[config.mk]
export PLATFORM = sky130hd
export DESIGN_NAME = oam_dma_sequencer
export DESIGN_NICKNAME = d
export VERILOG_FILES = /design/src/rtl/oam_dma_sequencer.sv
export SDC_FILE = /design/constraint.sdc
export NUM_CORES = 1
export LEC_CHECK = 0
export CAP_MARGIN = 30
export CELL_PAD_IN_SITES_DETAIL_PLACEMENT = 0
export CELL_PAD_IN_SITES_GLOBAL_PLACEMENT = 1
export CORE_MARGIN = 1.5
export CORE_UTILIZATION = 36
export DETAILED_ROUTE_END_ITERATION = 8
export GPL_TIMING_DRIVEN = 0
export PLACE_DENSITY = 0.88
export SLEW_MARGIN = 20
export SYNTH_ARGS = -nofsm -noshare
export SYNTH_HDL_FRONTEND = slang
export SYNTH_SLANG_ARGS = --single-unit
[constraint.sdc]
create_clock -name clk -period 2.1 [get_ports clk]
set_clock_uncertainty 0.05 [all_clocks]
set_input_delay 0.525 -clock clk [delete_from_list [all_inputs] [get_ports clk]]
set_output_delay 0.525 -clock clk [all_outputs]
set_load 0.02 [all_outputs]
[src/rtl/oam_dma_sequencer.sv]
// Sprite OAM DMA: on a CPU write to $4014, halts the CPU and copies page $XX00-$XXFF
// to the PPU OAM data port using alternating get/put CPU cycles.
module oam_dma_sequencer #(
    parameter logic [15:0] DMA_REG_ADDR  = 16'h4014,
    parameter logic [15:0] OAM_DATA_ADDR = 16'h2004
) (
    input  logic        clk,
    input  logic        rst_n,
    input  logic        ph2_rising,
    input  logic        ph2_falling,
    input  logic [15:0] cpu_addr,
    input  logic        cpu_rnw,
    input  logic [7:0]  cpu_data_in,
    input  logic [7:0]  mem_rdata,
    output logic        cpu_rdy,
    output logic        dma_busy,
    output logic [15:0] dma_addr,
    output logic        dma_rnw,
    output logic [7:0]  dma_dout,
    output logic        dma_done
);

    // state  | meaning
    // IDLE   | CPU owns the bus, waiting for a $4014 write
    // HALT   | CPU halted, dummy read of {page,idx}
    // ALIGN  | extra dummy read so the first READ lands on an even (get) cycle
    // READ   | read {page,idx}, capture data at end of cycle
    // WRITE  | write captured byte to OAM data port
    typedef enum logic [2:0] {
        S_IDLE,
        S_HALT,
        S_ALIGN,
        S_READ,
        S_WRITE
    } state_t;

    state_t      state, state_nxt;
    logic        cycle_odd;
    logic [7:0]  page, page_nxt;
    logic [7:0]  idx, idx_nxt;
    logic [7:0]  data_buf, data_buf_nxt;
    logic        done_nxt;
    logic        cpu_rdy_nxt;
    logic        dma_busy_nxt;
    logic [15:0] dma_addr_nxt;
    logic        dma_rnw_nxt;
    logic [7:0]  dma_dout_nxt;

    // The CPU cycle start strobe carries no information this block needs.
    logic unused_inputs;
    assign unused_inputs = ph2_rising;

    always_comb begin
        state_nxt    = state;
        page_nxt     = page;
        idx_nxt      = idx;
        data_buf_nxt = data_buf;
        done_nxt     = 1'b0;
        if (ph2_falling) begin
            case (state)
                S_IDLE: begin
                    if (!cpu_rnw && cpu_addr == DMA_REG_ADDR) begin
                        page_nxt  = cpu_data_in;
                        idx_nxt   = 8'h00;
                        state_nxt = S_HALT;
                    end
                end
                S_HALT:  state_nxt = cycle_odd ? S_READ : S_ALIGN;
                S_ALIGN: state_nxt = S_READ;
                S_READ: begin
                    data_buf_nxt = mem_rdata;
                    state_nxt    = S_WRITE;
                end
                S_WRITE: begin
                    if (idx == 8'hFF) begin
                        state_nxt = S_IDLE;
                        done_nxt  = 1'b1;
                    end else begin
                        idx_nxt   = idx + 8'd1;
                        state_nxt = S_READ;
                    end
                end
                default: state_nxt = S_IDLE;
            endcase
        end

        // Outputs are decoded from the state being entered so they are registered
        // on the same edge and stay stable for the whole following CPU cycle.
        cpu_rdy_nxt  = 1'b1;
        dma_busy_nxt = 1'b0;
        dma_addr_nxt = 16'h0000;
        dma_rnw_nxt  = 1'b1;
        dma_dout_nxt = 8'h00;
        case (state_nxt)
            S_HALT, S_ALIGN, S_READ: begin
                cpu_rdy_nxt  = 1'b0;
                dma_busy_nxt = 1'b1;
                dma_addr_nxt = {page_nxt, idx_nxt};
            end
            S_WRITE: begin
                cpu_rdy_nxt  = 1'b0;
                dma_busy_nxt = 1'b1;
                dma_addr_nxt = OAM_DATA_ADDR;
                dma_rnw_nxt  = 1'b0;
                dma_dout_nxt = data_buf_nxt;
            end
            default: ;
        endcase
    end

    always_ff @(posedge clk or negedge rst_n) begin
        if (!rst_n) begin
            state     <= S_IDLE;
            cycle_odd <= 1'b0;
            page      <= 8'h00;
            idx       <= 8'h00;
            data_buf  <= 8'h00;
            cpu_rdy   <= 1'b1;
            dma_busy  <= 1'b0;
            dma_addr  <= 16'h0000;
            dma_rnw   <= 1'b1;
            dma_dout  <= 8'h00;
            dma_done  <= 1'b0;
        end else begin
            state     <= state_nxt;
            cycle_odd <= cycle_odd ^ ph2_falling;
            page      <= page_nxt;
            idx       <= idx_nxt;
            data_buf  <= data_buf_nxt;
            cpu_rdy   <= cpu_rdy_nxt;
            dma_busy  <= dma_busy_nxt;
            dma_addr  <= dma_addr_nxt;
            dma_rnw   <= dma_rnw_nxt;
            dma_dout  <= dma_dout_nxt;
            dma_done  <= done_nxt;
        end
    end

endmodule

==> results.sh <==
export IMPL_grt_overflow=0
export IMPL_grt_pass1_vias=1860
export IMPL_synthCells=221
export IMPL_hold_slack_ps=187
export IMPL_critPathMaxFanout=6
export IMPL_r2r_start="state[2]$_DFF_PN0_"
export IMPL_synth_nets=259
export IMPL_cts_tree="yes"
export IMPL_die_x_um=83.5
export IMPL_final_instance_count_excl_fill=376
export IMPL_cts_num_sinks=56
export IMPL_path_class="in -> reg"
export IMPL_drc_errors=0
export IMPL_fin_util_pct=52.2
export IMPL_ys_ff_latch=56
export IMPL_ys_types=46
export IMPL_cts_inserted_buffers=5
export IMPL_fp_dieH_um=83.5
export IMPL_layout_nets=336
export IMPL_clock_latency_ps=310
export IMPL_initial_core_util_pct=37.0
export IMPL_cts_hold_buf=0
export IMPL_grt_pass1_wl_um=8510
export IMPL_drv_slew=0
export IMPL_worstReg2RegEnd="dma_dout[0]$_DFF_PN0_"
export IMPL_grt_max_degree=57
export IMPL_r2r_slack_ps=240
export IMPL_hold_viol=0
export IMPL_core_um2=6310
export IMPL_place_gp_congestion=0.842
export IMPL_place_port_buffers=63
export IMPL_rr_worst_depth=5
export IMPL_setup_viol=0
export IMPL_cap_violations=0
export IMPL_antenna_found_initial=0
export IMPL_power_leakage_uw=0.00161
export IMPL_yosysSeqAreaShare_pct=60.1
export IMPL_firstDrtPassIters=4
export IMPL_p_per_area_nw_per_um2=954
export IMPL_std_cell_rows=29
export IMPL_synth_flop_cell="dfrtp_1"
export IMPL_dieArea_um2=6980
export IMPL_finalCriticalPeriod_ps=2090
export IMPL_postRouteAntennaNets=0
export IMPL_worst_slew_pin_slew_ps=717
export IMPL_drive_gt1_share_pct=16.1
export IMPL_rsz0062_at_grt="true"
export IMPL_htreeDepth=2
export IMPL_drt_initial_drc_count=114
export IMPL_dp_slack_ps=-404
export IMPL_cts_root_buffer="clkbuf_8"
export IMPL_clockBufferDepth=2
export IMPL_wirelength_um=4950
export IMPL_vias=1837
export IMPL_path_clk_slew_ps=100
export IMPL_grt_total_usage_pct=15.2
export IMPL_netlist_area_um2=2330
export IMPL_required_ps=2310
export IMPL_antenna_cells=0
export IMPL_ir_worst_vdd_v=0.000670
export IMPL_routedWlPerCell_um=13.2
export IMPL_status="finished clean"
export IMPL_crit_arrival_ps=2290
export IMPL_cp_end_kind="flip-flop"
export IMPL_fmax_ghz=0.479
export IMPL_fin_crit_sh_pct=99.3
export IMPL_viasPerCell=4.89
export IMPL_post_dp_hpwl_um=3370
export IMPL_slew_headroom_pct=51.8
export IMPL_io_pins=65
export IMPL_area_growth_pct=41.2
export IMPL_worst_slack_ps=13.8
export IMPL_worst_hold_path_type="in -> async"
export IMPL_synth_edf_count=0
export IMPL_async_flop_share_pct=100
export IMPL_place_inst=361
export IMPL_postSynthAreaPerCell_um2=10.6
export IMPL_ys_warnings_count=0
export IMPL_power_uw=3150
export IMPL_cp_start_kind="primary input"
[power by group]
| group | switching [µW] | total, µW | leakage, µW | internal [µW] |
|---|---|---|---|---|
| combinational | 621 | 1120 | 0.000828 | 503 |
| clock | 361 | 601 | 0.0000485 | 240 |
| sequential | 104 | 1420 | 0.000734 | 1320 |
| total | 1090 | 3150 | 0.00161 | 2060 |
[logic make-up after synthesis]
logic type	share of synthesized area [%]
and+or+nand+nor	21.7
DFF	60.1
AOI/OAI and AO/OA	7.56
buffers and inverters	4.66
muxes	4.34
xor gates and xnor gates	1.13
adders and majority gates	0.536
[area by class of cell]
type / count / area, µm²
Clock inverter: 3 / 22.5
Clock buffer: 5 / 68.8
Sequential cell: 56 / 1400
Fill cell: 579 / 3020
Tap cell: 77 / 96.3
Buffer: 9 / 61.3
Multi-Input combinational cell: 141 / 902
Inverter: 14 / 52.6
Timing Repair Buffer: 71 / 688
[critical path, stage by stage]
cell	delay [ps]
clkdlybuf4s50_1	430
nor4b_2	300
nand3_1	100
buf_4	170
nor4_4	240
buf_4	190
buf_2	170
nand2_1	80
nand2_1	70
[cell usage in the layout (no fill, tap or decap), drive strengths merged, types with 2 or more instances in the layout]
master	count
dfstp	2
o21ai	7
nand2	46
clkbuf	6
nand4	3
nor4b	2
and3	2
inv	15
clkdlybuf4s50	61
nor3	5
o22a	2
nor2	23
a21oi	2
mux2i	9
o21a	2
or3	2
nand3	9
dfrtp	54
nor4	2
xor2	3
o211ai	2
nor2b	3
a32oi	2
a21boi	2
buf	17
clkinv	2
[state kept, by name (all words and copies together) (netlist names)]
signal and flops:
cpu_rdy 1, cycle_odd 1, data_buf 8, dma_addr 16, dma_busy 1, dma_done 1
dma_dout 8, dma_rnw 1, idx 8, page 8, state 3
[worst max path at each step]
stage	start	endpoint	slack [ps]	cells past startpoint
after global routing	cpu_addr[13]	page[2]$_DFF_PN0_	-60	9
after CTS	cpu_addr[12]	dma_addr[6]$_DFF_PN0_	-30	6
after floorplan	cpu_addr[7]	idx[3]$_DFF_PN0_	220	6
after detailed placement	cpu_addr[8]	dma_addr[6]$_DFF_PN0_	-400	6
final	cpu_addr[13]	page[2]$_DFF_PN0_	10	9
after global placement	rst_n	data_buf[4]$_DFF_PN0_	-1250	1
[timing repair]
action,4_1_cts,5_1_grt
cloned,0,1
pin swaps,1,6
endpoints found under the setup margin,19,33
buffers inserted,2,5
resized for setup,3,15
[cells in the mapped netlist (all sizes together) (3+ instances only)]
cell	n	area [µm²]
nand4	3	18.8
nand2	46	173
o21ai	7	38.8
buf	8	48.8
nand3	9	50.1
dfrtp	54	1350
inv	14	52.6
mux2i	9	90.1
nor2b	3	18.8
nor2	23	88.8
nor3	5	25.0
xor2	3	26.3
[metrics by stage]
stage	instance area (µm²)	TNS (ps)
floorplan	2330	0
global placement	3060	-80200
detailed placement	3060	-12150
CTS	3180	-40.4
global route	3300	-541
finish	3300	0
[routing by layer]
| layer | part of all wire, % | global-route usage, % | vias to the layer above | routed length [µm] |
|---|---|---|---|---|
| met3 | 6.0 | 4.75 | 6 | 298 |
| met5 | 0 | 0 | - | 0 |
| met4 | 0.69 | 4.17 | 0 | 34 |
| li1 | - | - | 893 | - |
| met1 | 43 | 18.5 | 892 | 2100 |
| met2 | 51 | 26.1 | 46 | 2510 |
(Power assumes the default switching activity.)
